File: config.mk
export PLATFORM = sky130hd
export DESIGN_NAME = multicycle_control_unit
export DESIGN_NICKNAME = d
export VERILOG_FILES = /design/src/rtl/cu_pkg.sv /design/src/rtl/multicycle_control_unit_mem_wait_timer.sv /design/src/rtl/multicycle_control_unit.sv
export SDC_FILE = /design/constraint.sdc
export NUM_CORES = 1
export LEC_CHECK = 0
export ABC_AREA = 1
export ABC_CLOCK_PERIOD_IN_PS = 2900
export CAP_MARGIN = 25
export CORE_MARGIN = 10
export CORE_UTILIZATION = 48
export CTS_CLUSTER_SIZE = 24
export DETAILED_ROUTE_END_ITERATION = 7
export PLACE_DENSITY = 0.84
export SLEW_MARGIN = 40
export SYNTH_ARGS = -nofsm -noshare
export SYNTH_HDL_FRONTEND = slang
export SYNTH_SLANG_ARGS = --single-unit
export TNS_END_PERCENT = 100
File: constraint.sdc
create_clock -name clock -period 2.9 [get_ports clock]
set_input_delay 0.435 -clock clock [delete_from_list [all_inputs] [get_ports clock]]
set_output_delay 0.435 -clock clock [all_outputs]
set_load 0.02 [all_outputs]
File: src/rtl/cu_pkg.sv
// Shared types and encodings for the multicycle control unit: state set,
// opcode map, ALU operation codes and trap causes.
package cu_pkg;

  typedef enum logic [2:0] {
    IDLE,
    FETCH1,
    FETCH2,
    MEM,
    EXEC,
    JUMP,
    HALT,
    TRAP
  } state_t;

  localparam logic [3:0] OP_LW   = 4'b0000;
  localparam logic [3:0] OP_SW   = 4'b0001;
  localparam logic [3:0] OP_ADD  = 4'b0100;
  localparam logic [3:0] OP_SUB  = 4'b0101;
  localparam logic [3:0] OP_AND  = 4'b0110;
  localparam logic [3:0] OP_OR   = 4'b0111;
  localparam logic [3:0] OP_J    = 4'b1000;
  localparam logic [3:0] OP_JCZ  = 4'b1001;
  localparam logic [3:0] OP_JCO  = 4'b1010;
  localparam logic [3:0] OP_HALT = 4'b1011;

  localparam logic [1:0] ALU_SUB = 2'd0;
  localparam logic [1:0] ALU_ADD = 2'd1;
  localparam logic [1:0] ALU_AND = 2'd2;
  localparam logic [1:0] ALU_OR  = 2'd3;

  localparam logic [1:0] CAUSE_NONE    = 2'd0;
  localparam logic [1:0] CAUSE_ILLEGAL = 2'd1;
  localparam logic [1:0] CAUSE_TIMEOUT = 2'd2;

  // The low two opcode bits of a compute instruction pick the ALU operation.
  function automatic logic [1:0] exec_alu_code(input logic [1:0] sel);
    case (sel)
      2'b00:   return ALU_ADD;
      2'b01:   return ALU_SUB;
      2'b10:   return ALU_AND;
      default: return ALU_OR;
    endcase
  endfunction

  // Instruction class chosen at the end of the second fetch word.
  function automatic state_t decode_next(input logic [3:0] op4, input logic upper_nz);
    if (upper_nz) return TRAP;
    case (op4)
      OP_LW, OP_SW:                  return MEM;
      OP_ADD, OP_SUB, OP_AND, OP_OR: return EXEC;
      OP_J, OP_JCZ, OP_JCO:          return JUMP;
      OP_HALT:                       return HALT;
      default:                       return TRAP;
    endcase
  endfunction

endpackage

File: src/rtl/multicycle_control_unit_mem_wait_timer.sv
// Counts cycles spent waiting on memory and flags the last allowed wait cycle.
module mem_wait_timer #(
  parameter int MEM_TIMEOUT = 15
) (
  input  logic clock,
  input  logic reset_n,
  input  logic clear,
  input  logic increment,
  output logic expired
);

  localparam int CNT_W = (MEM_TIMEOUT > 1) ? $clog2(MEM_TIMEOUT) : 1;

  logic [CNT_W-1:0] count_reg, count_next;

  always_comb begin
    count_next = count_reg;
    if (clear) count_next = '0;
    else if (increment) count_next = count_reg + CNT_W'(1);
  end

  always_ff @(posedge clock or negedge reset_n) begin
    if (!reset_n) count_reg <= '0;
    else count_reg <= count_next;
  end

  generate
    if (MEM_TIMEOUT == 0) begin : g_no_timeout
      assign expired = 1'b0;
    end else begin : g_timeout
      assign expired = (count_reg == CNT_W'(MEM_TIMEOUT - 1));
    end
  endgenerate

endmodule

File: src/rtl/multicycle_control_unit.sv
// Sequencer for the single-bus datapath: two-word fetch, then load/store,
// compute, jump, halt or trap, driving every datapath enable and select.
module multicycle_control_unit
  import cu_pkg::*;
#(
  parameter int OPCODE_W    = 4,
  parameter int ALU_CTRL_W  = 2,
  parameter int MEM_TIMEOUT = 15
) (
  input  logic                  clock,
  input  logic                  reset_n,
  input  logic                  start,
  input  logic [OPCODE_W-1:0]   opcode,
  input  logic                  zero_flag,
  input  logic                  overflow_flag,
  input  logic                  mem_ready,
  output logic                  pc_enable,
  output logic                  ir1_enable,
  output logic                  ir2_enable,
  output logic                  alu_out_enable,
  output logic                  pc_select,
  output logic                  adr_select,
  output logic                  reg_select,
  output logic                  wd_select,
  output logic                  operand1_select,
  output logic                  operand2_select,
  output logic [ALU_CTRL_W-1:0] alu_control,
  output logic                  mem_read,
  output logic                  mem_enable,
  output logic                  reg_enable,
  output logic                  busy,
  output logic                  halted,
  output logic                  trap,
  output logic [1:0]            trap_cause
);

  generate
    if (ALU_CTRL_W < 2 || OPCODE_W < 4) begin : g_bad_params
      $error("multicycle_control_unit: ALU_CTRL_W must be >= 2 and OPCODE_W >= 4");
    end
  endgenerate

  state_t              state_reg, state_next;
  logic [OPCODE_W-1:0] op_reg, op_next;
  logic [1:0]          trap_cause_reg, trap_cause_next;
  logic [1:0]          alu_code;
  logic                fetch_upper_nz;
  logic                timer_clear, timer_inc, timer_expired;

  assign fetch_upper_nz = (opcode >> 4) != '0;

  // The wait count only runs while an access is outstanding in MEM.
  assign timer_clear = (state_reg != MEM) || mem_ready;
  assign timer_inc   = (state_reg == MEM) && !mem_ready;

  mem_wait_timer #(
    .MEM_TIMEOUT(MEM_TIMEOUT)
  ) u_mem_wait_timer (
    .clock    (clock),
    .reset_n  (reset_n),
    .clear    (timer_clear),
    .increment(timer_inc),
    .expired  (timer_expired)
  );

  always_comb begin
    state_next      = state_reg;
    op_next         = op_reg;
    trap_cause_next = trap_cause_reg;
    case (state_reg)
      IDLE:   if (start) state_next = FETCH1;
      FETCH1: state_next = FETCH2;
      FETCH2: begin
        op_next    = opcode;
        state_next = decode_next(opcode[3:0], fetch_upper_nz);
        if (state_next == TRAP) trap_cause_next = CAUSE_ILLEGAL;
      end
      MEM: begin
        // A completing access beats the timeout in the same cycle.
        if (mem_ready) begin
          state_next = FETCH1;
        end else if (timer_expired) begin
          state_next      = TRAP;
          trap_cause_next = CAUSE_TIMEOUT;
        end
      end
      EXEC:    state_next = FETCH1;
      JUMP:    state_next = FETCH1;
      HALT:    if (start) state_next = FETCH1;
      default: state_next = TRAP;
    endcase
  end

  always_ff @(posedge clock or negedge reset_n) begin
    if (!reset_n) begin
      state_reg      <= IDLE;
      op_reg         <= '0;
      trap_cause_reg <= CAUSE_NONE;
    end else begin
      state_reg      <= state_next;
      op_reg         <= op_next;
      trap_cause_reg <= trap_cause_next;
    end
  end

  always_comb begin
    pc_enable       = 1'b0;
    ir1_enable      = 1'b0;
    ir2_enable      = 1'b0;
    alu_out_enable  = 1'b0;
    pc_select       = 1'b0;
    adr_select      = 1'b0;
    reg_select      = 1'b0;
    wd_select       = 1'b0;
    operand1_select = 1'b0;
    operand2_select = 1'b0;
    alu_code        = ALU_SUB;
    mem_read        = 1'b0;
    mem_enable      = 1'b0;
    reg_enable      = 1'b0;
    busy            = 1'b0;
    halted          = 1'b0;
    trap            = 1'b0;
    case (state_reg)
      FETCH1: begin
        mem_read   = 1'b1;
        ir1_enable = 1'b1;
        pc_enable  = 1'b1;
        alu_code   = ALU_ADD;
        busy       = 1'b1;
      end
      FETCH2: begin
        mem_read   = 1'b1;
        ir2_enable = 1'b1;
        pc_enable  = 1'b1;
        busy       = 1'b1;
      end
      MEM: begin
        adr_select = 1'b1;
        reg_select = 1'b1;
        wd_select  = 1'b1;
        busy       = 1'b1;
        if (op_reg == OPCODE_W'(OP_LW)) begin
          mem_read   = 1'b1;
          reg_enable = mem_ready;
        end else begin
          mem_enable = 1'b1;
        end
      end
      EXEC: begin
        operand1_select = 1'b1;
        operand2_select = 1'b1;
        alu_out_enable  = 1'b1;
        reg_enable      = 1'b1;
        alu_code        = exec_alu_code(op_reg[1:0]);
        busy            = 1'b1;
      end
      JUMP: begin
        pc_select = 1'b1;
        busy      = 1'b1;
        // Branch condition is evaluated on the live flags this cycle.
        pc_enable = (op_reg == OPCODE_W'(OP_J))
                 || ((op_reg == OPCODE_W'(OP_JCZ)) && zero_flag)
                 || ((op_reg == OPCODE_W'(OP_JCO)) && overflow_flag);
      end
      HALT:    halted = 1'b1;
      TRAP:    trap = 1'b1;
      default: ;
    endcase
  end

  assign alu_control = ALU_CTRL_W'(alu_code);
  assign trap_cause  = trap_cause_reg;

endmodule

==> results of run 1 <==
[power by group]
group	internal, W	switching (W)
Sequential	0.000243	0.0000814
Clock	0.0000534	0.0000571
Combinational	0.000337	0.000468
Total	0.000633	0.000607
[cells in the mapped netlist]
| cell | instances | area share, % |
|---|---|---|
| sky130_fd_sc_hd__nand2_2 | 2 | 1.4 |
| sky130_fd_sc_hd__inv_1 | 13 | 5.4 |
| sky130_fd_sc_hd__nand3_1 | 8 | 4.5 |
| sky130_fd_sc_hd__buf_4 | 4 | 3.4 |
| sky130_fd_sc_hd__dfrtp_1 | 13 | 36 |
| sky130_fd_sc_hd__nand3b_1 | 1 | 0.84 |
| sky130_fd_sc_hd__nor2_1 | 13 | 5.4 |
| sky130_fd_sc_hd__nor2_8 | 1 | 2.2 |
| sky130_fd_sc_hd__o21ai_0 | 9 | 5.0 |
| sky130_fd_sc_hd__o31ai_1 | 1 | 0.84 |
| sky130_fd_sc_hd__xnor2_1 | 2 | 2.0 |
| sky130_fd_sc_hd__nand2_4 | 1 | 1.3 |
| sky130_fd_sc_hd__o21ai_2 | 3 | 2.9 |
| sky130_fd_sc_hd__nor2_4 | 2 | 2.5 |
| sky130_fd_sc_hd__nand2_1 | 30 | 13 |
| sky130_fd_sc_hd__a21oi_1 | 2 | 1.1 |
| sky130_fd_sc_hd__nor3_1 | 1 | 0.56 |
| sky130_fd_sc_hd__xor2_1 | 1 | 0.98 |
| sky130_fd_sc_hd__inv_2 | 3 | 1.3 |
| sky130_fd_sc_hd__ha_1 | 6 | 8.4 |
| sky130_fd_sc_hd__nand3_2 | 1 | 1.1 |
[worst max-delay path: stages (launching register included)]
cell and delay, ns:
sky130_fd_sc_hd__dfrtp_1 0.56, sky130_fd_sc_hd__inv_2 0.14, sky130_fd_sc_hd__nor2_1 0.11, sky130_fd_sc_hd__inv_1 0.09
sky130_fd_sc_hd__nor2_4 0.13, sky130_fd_sc_hd__inv_2 0.07, sky130_fd_sc_hd__o21ai_2 0.11, sky130_fd_sc_hd__clkdlybuf4s50_1 0.61
[layout make-up]
class,instances,share of cell area [%]
clock buffer,4,2.16
inverter,16,4.95
multi-input combinational,84,39.6
sequential,13,26.8
tap,25,2.58
timing repair buffer,29,23.9
[through the flow]
stage,setup slack [ns],hold WS [ns]
after floorplan,0.996,0.139
after global placement,0.600,0.456
after detailed placement,0.595,0.466
after CTS,0.352,0.485
after global routing,0.259,0.508
final,0.367,0.485
[routing by layer]
layer	GRT usage (%)	share of wire [%]	up-vias	wire length, µm
met5	0	0	-	0
met1	10.7	45	370	965
met4	6.01	2.4	0	52
met3	2.83	5.2	5	110
met2	17.1	47	23	994
li1	-	-	424	-
[worst max path at each step]
stage                      start        endpoint  slack (ns)  cells past startpoint
floorplan           state_reg[1]      reg_enable         1.0                      4
detailed placement     mem_ready      reg_enable        0.60                      4
global route        state_reg[2]  alu_control[1]        0.26                      7
global placement       mem_ready      reg_enable        0.60                      4
finish              state_reg[2]  alu_control[0]        0.37                      7
CTS                 state_reg[2]  alu_control[0]        0.35                      7
[cells by family (layout without fill, tap and decap cells)]
kind of cell    Yosys count  in the layout  synth area share (%)
buf+inv                  20             49                  10.1
simple gates             60             60                  32.4
fa+ha+maj                 6              6                  8.38
flops                    13             13                  36.3
xor+xnor                  3              3                  2.93
compound gates           15             15                  9.92
==> PnR_summary.wiki, run 1 <==
{| class="wikitable"
! Metric !! Value
|-
| Via-to-Cell Ratio || 4.81
|-
| TritonCTS clock tree || done
|-
| Syn_nets || 133
|-
| Capturing element type of the critical path || primary output
|-
| Clk buf depth || 2
|-
| Post-CTS repair timing setup buffer count || 0
|-
| Overflow left after global routing || 0
|-
| Die Footprint || 0.00399 mm²
|-
| Aggregate global-route resource usage || 10.0%
|-
| Final routed DRC violation total || 0
|-
| Least-Margin Pin Slew || 0.564 ns
|-
| RR Startpoint || state_reg[0]
|-
| CP required || 2.47 ns
|-
| Worst skew pair latency || ~0.27 ns
|-
| PostCTS Resize Cnt || 0
|-
| Sum of routed wire length over all layers || 2120 µm
|-
| Total of hold buffers inserted after clock tree synthesis || 0
|-
| Worst vdd ir || 0.565 mV
|-
| Final cycle utilization of the critical path || between 80 and 90%
|-
| Number of fillers in the final layout || between 150 and 200
|-
| Portion of the post-synthesis area used by sequential elements || 36.3%
|-
| Critical setup path kind || reg2out
|-
| Capturing point of the worst reg2reg path || trap_cause[1]
|-
| Antenna cell count || 0
|-
| Setup-failing EPs final || 0
|-
| Gp weighted congestion || 0.828
|-
| Power density over cell area || 1020 mW/mm²
|-
| Die Span X || 63.2 µm
|-
| Total CTS buffers || 3
|-
| Shortest period the worst path allows || around 2.5 ns
|-
| Post-DP HPWL || 1820 µm
|-
| Commonest cells after routing, fill and taps aside || sky130_fd_sc_hd__nand2_1 (30), sky130_fd_sc_hd__clkdlybuf4s50_1 (29), sky130_fd_sc_hd__inv_1 (13), sky130_fd_sc_hd__nor2_1 (13), sky130_fd_sc_hd__dfrtp_1 (13)
|-
| Average wire length per cell after detail routing || 12.4 µm
|-
| Highest clock rate || 395 MHz
|-
| Post-DP Area || around 0.0012 mm²
|-
| Clock input transition at the sequential cells of the worst setup and hold paths || approximately 0.08 ns
|-
| Total Nets Final || 163
|-
| Worst hold-check path type || reg2reg
|-
| Placed cell count || ~170
|-
| Data arrival time of the critical path || 2.10 ns
|-
| Most common library cell in the layout ignoring fill and taps || sky130_fd_sc_hd__nand2_1
|-
| Number of H-tree levels || 1
|-
| Number of stages on the worst hold path || 1
|-
| Vias in the first global route || 747
|-
| Final setup TNS || 0 ns
|-
| Buffer cell driving the clock tree root || sky130_fd_sc_hd__clkbuf_4
|-
| Placement row count || 15
|-
| Core box area || approximately 0.0017 mm²
|-
| Number of optimization iterations in the first detailed-route pass || 4
|-
| Detailed router's first-iteration violation count || 10
|-
| Vertical extent of the die || approximately 63 µm
|-
| Number of antenna violations at the first check in global routing || 0
|-
| Final-report hold violation count || 0
|-
| Internal reg-to-reg setup slack || 1.45 ns
|-
| Number of max-capacitance violations reported || 0
|-
| Total of flip-flops plus latches after synthesis || 13
|-
| Final non-filler cell total || 171
|-
| Source of the worst hold timing path || u_mem_wait_timer.count_reg[0]
|-
| Number of instances in the synthesized netlist || 117
|-
| Worst reg-to-reg path cell count || 8
|-
| Startpoint kind of the worst setup timing path || flip-flop
|-
| Worst clock skew || approximately 0.0027 ns
|-
| Register cell area after layout || ~330 µm²
|-
| Total chip power || roughly 0.0012 W
|-
| RSZ-0062 raised after global routing || false
|-
| Area occupied by multi-input gates || 480 µm²
|-
| Number of max-slew violations in the final report || 0
|-
| I/O pin count || 30
|-
| Number of port buffers || 29
|-
| Count of unique library cells instantiated by Yosys || 21
|-
| Slew headroom || a little over 60%
|-
| Largest net degree at the start of global routing || 14
|-
| Min-Delay Endpoint || u_mem_wait_timer.count_reg[0]
|-
| Yosys warns || 0
|-
| Fraction of the core area covered by cells at the end of the flow || a little over two thirds
|-
| Standby leakage power || 0.580 nW
|-
| Share of cells above drive strength 1 || between 10% and 20%
|-
| Avg Inst Size Synth || about 7.7 µm²
|-
| Global-route wire length before repair || 3330 µm
|-
| Outcome || finished clean
|-
| Final instance area || about 0.0012 mm²
|-
| Largest fanout of any net on the critical path || 6
|-
| Via count || about 820
|-
| Antenna violation net count after detailed routing || 0
|-
| Clock tree sinks || 13
|-
| Initial standard-cell utilization of the core || 51.3%
|-
| Syn-to-layout area delta || 35.5%
|-
| Mapped cell area || 896 µm²
|}
(Power assumes the default switching activity.)
==> run 2: changes to the inputs <==
Settings changed: SKIP_CTS_REPAIR_TIMING set to 1.
==> results of run 2 <==
The final DEF is identical to that of run 1; final timing and power are the same.
==> run 3: changes to the inputs <==
Settings changed: CTS_BUF_LIST set to sky130_fd_sc_hd__clkbuf_16.
==> PnR_summary.wiki, run 3 (same netlist as run 1, synthesis figures left out) <==
{| class="wikitable"
! Metric !! Value
|-
| Number of port buffers || 29 (unchanged)
|-
| Source of the worst hold timing path || u_mem_wait_timer.count_reg[0]
|-
| Total Nets Final || 163 (unchanged)
|-
| Number of max-capacitance violations reported || 0 (unchanged)
|-
| Largest net degree at the start of global routing || 14 (unchanged)
|-
| Number of fillers in the final layout || 147 (-5.2%)
|-
| Post-DP HPWL || 1820 µm (unchanged)
|-
| Relative contribution of the clock network to total power || 18.4% (+9.5 points)
|-
| Global-route wire length before repair || 3420 µm (+2.7%)
|-
| TritonCTS clock tree || done
|-
| RR Startpoint || state_reg[0]
|-
| Buffer cell driving the clock tree root || sky130_fd_sc_hd__clkbuf_16
|-
| Placement row count || 15 (unchanged)
|-
| Worst reg-to-reg path cell count || 8 (unchanged)
|-
| Antenna violation net count after detailed routing || 0 (unchanged)
|-
| Via-to-Cell Ratio || 4.87 (+1.2%)
|-
| Logic gate share of total power || 58.2% (-6.8 points)
|-
| Antenna cell count || 0 (unchanged)
|-
| Final setup TNS || 0 ns (unchanged)
|-
| Pre-CTS WS || 0.595 ns (unchanged)
|-
| Largest fanout of any net on the critical path || 6 (unchanged)
|-
| Overflow left after global routing || 0 (unchanged)
|-
| Capturing point of the worst reg2reg path || trap_cause[1]
|-
| Initial standard-cell utilization of the core || 51.3% (unchanged)
|-
| Die Span X || 63.2 µm (unchanged)
|-
| Die Footprint || 0.00399 mm² (unchanged)
|-
| I/O pin count || 30 (unchanged)
|-
| Highest clock rate || 402 MHz (+1.9%)
|-
| Total chip power || 0.00139 W (+12%)
|-
| Critical Path Most Common Cell || sky130_fd_sc_hd__inv_2
|-
| Slew headroom || 63.0% (+0.73 points)
|-
| Switching fraction of total power || 45.2% (-3.8 points)
|-
| Largest stage delay on the critical path || 0.61 ns (about the same)
|-
| Average wire length per cell after detail routing || 12.8 µm (+2.8%)
|-
| Final non-filler cell total || 171 (unchanged)
|-
| Proportion of power drawn by flip-flops and latches || 23.4% (-2.7 points)
|-
| Cells along the critical path || inv_2 -> nor2_1 -> inv_1 -> nor2_4 -> inv_2 -> o21ai_2 -> clkdlybuf4s50_1
|-
| Most common library cell in the layout ignoring fill and taps || sky130_fd_sc_hd__nand2_1
|-
| Final-report hold violation count || 0 (unchanged)
|-
| Via count || 832 (+1.2%)
|-
| Final routed DRC violation total || 0 (unchanged)
|-
| Reported net switching power || 0.000628 W (+3.4%)
|-
| Critical setup path kind || reg2out
|-
| Worst vdd ir || 0.718 mV (+27%)
|-
| Number of antenna violations at the first check in global routing || 0 (unchanged)
|-
| Total CTS buffers || 3 (unchanged)
|-
| Worst clock skew || 0.000501 ns (-0.00223 ns)
|-
| Startpoint kind of the worst setup timing path || flip-flop
|-
| Setup-failing EPs final || 0 (unchanged)
|-
| Outcome || finished clean
|-
| Shortest period the worst path allows || 2.49 ns (-0.0464 ns)
|-
| CP required || 2.47 ns (about the same)
|-
| Final cycle utilization of the critical path || 85.7% (-1.6 points)
|-
| Least-Margin Pin Slew || 0.554 ns (-0.0109 ns)
|-
| Worst skew pair latency || 0.24 ns (-0.03 ns)
|-
| Commonest cells after routing, fill and taps aside || sky130_fd_sc_hd__nand2_1 (30), sky130_fd_sc_hd__clkdlybuf4s50_1 (29), sky130_fd_sc_hd__inv_1 (14)
|-
| Aggregate global-route resource usage || 10.4% (+0.40 points)
|-
| RSZ-0062 raised after global routing || false
|-
| Capturing element type of the critical path || primary output
|-
| Gp weighted congestion || 0.828 (unchanged)
|-
| Placed cell count || 167 (unchanged)
|-
| Number of stages on the worst hold path || 1 (unchanged)
|-
| Count of buffering cells on the critical path with inverters included || 4 (unchanged)
|-
| Vias in the first global route || 746 (-0.13%)
|-
| Internal reg-to-reg setup slack || 1.46 ns (about the same)
|-
| Core box area || 0.00175 mm² (unchanged)
|-
| Number of max-slew violations in the final report || 0 (unchanged)
|-
| Vertical extent of the die || 63.2 µm (unchanged)
|-
| Cell with the largest stage delay on the worst path || sky130_fd_sc_hd__clkdlybuf4s50_1
|-
| Data arrival time of the critical path || 2.05 ns (-0.05 ns)
|-
| Number of optimization iterations in the first detailed-route pass || 4 (unchanged)
|-
| Worst hold-check path type || reg2reg
|-
| Share of cells above drive strength 1 || 11.0% (unchanged)
|-
| Clk buf depth || 2 (unchanged)
|-
| Power density over cell area || 1100 mW/mm² (+7.4%)
|-
| Min-Delay Endpoint || u_mem_wait_timer.count_reg[0]
|-
| Syn-to-layout area delta || 41.3%
|-
| Internal power consumption || 0.000762 W (+20%)
|-
| Standby leakage power || 0.607 nW (+4.7%)
|-
| Gate family responsible for the most delay along the worst path || buffers and inverters
|-
| Detailed router's first-iteration violation count || 16 (+6)
|-
| Clock input transition at the sequential cells of the worst setup and hold paths || 0.04 ns (-0.04 ns)
|-
| Number of H-tree levels || 1 (unchanged)
|-
| Worst-case hold slack || 0.479 ns (-0.00603 ns)
|-
| Sum of routed wire length over all layers || 2180 µm (+2.8%)
|-
| Worst setup slack after layout || 0.414 ns (+0.0464 ns)
|-
| Clock tree sinks || 13 (unchanged)
|}
run 3: power by group through the flow:
stage | logic, W | clock network (W) | registers [W]
floorplan | 0.000511 | 0 | 0.000322
global placement | 0.000792 | 0 | 0.000322
detailed placement | 0.000815 | 0 | 0.000327
CTS | 0.000820 | 0.000258 | 0.000324
global route | 0.000878 | 0.000272 | 0.000334
finish | 0.000809 | 0.000256 | 0.000325
run 3: per-layer routing:
| layer | part of all wire, % | GRT usage (%) |
|---|---|---|
| met1 | 44 | 11.0 |
| met2 | 48 | 17.8 |
| met3 | 6.1 | 3.36 |
| met4 | 2.4 | 6.01 |
| met5 | 0 | 0 |
run 3: area by class of cell:
| class | instances | area, µm² | share of cell area, % |
|---|---|---|---|
| well taps | 25 | 31.3 | 2.47 |
| clock inverters | 1 | 3.75 | 0.296 |
| flip-flops and latches | 13 | 325 | 25.7 |
| repair buffers | 29 | 290 | 22.9 |
| multi-input cells | 84 | 480 | 37.9 |
| clock buffers | 3 | 75.1 | 5.93 |
| inverters | 16 | 60.1 | 4.74 |
run 3: worst reg2reg max path: cells and delay by family (launching register included):
family	cells	cell delay, ns
DFF	1	0.44
buffers and inverters	1	0.18
and+or+nand+nor	7	0.72
run 3: per-stage QoR:
step           instance area (µm²)  utilization [%]
2_1_floorplan                  896                -
3_3_place_gp                  1190             68.0
3_5_place_dp                  1190             68.0
4_1_cts                       1270             72.5
5_1_grt                       1270             72.5
6_report                      1270             72.5
run 3: worst max-delay path by stage:
| stage | start | end | slack, ns | cells past startpoint |
|---|---|---|---|---|
| after detailed placement | mem_ready | reg_enable | 0.60 | 4 |
| final | state_reg[2] | alu_control[0] | 0.41 | 7 |
| after floorplan | state_reg[1] | reg_enable | 1.0 | 4 |
| after global placement | mem_ready | reg_enable | 0.60 | 4 |
| after global routing | state_reg[2] | alu_control[1] | 0.32 | 7 |
| after CTS | state_reg[2] | alu_control[0] | 0.40 | 7 |
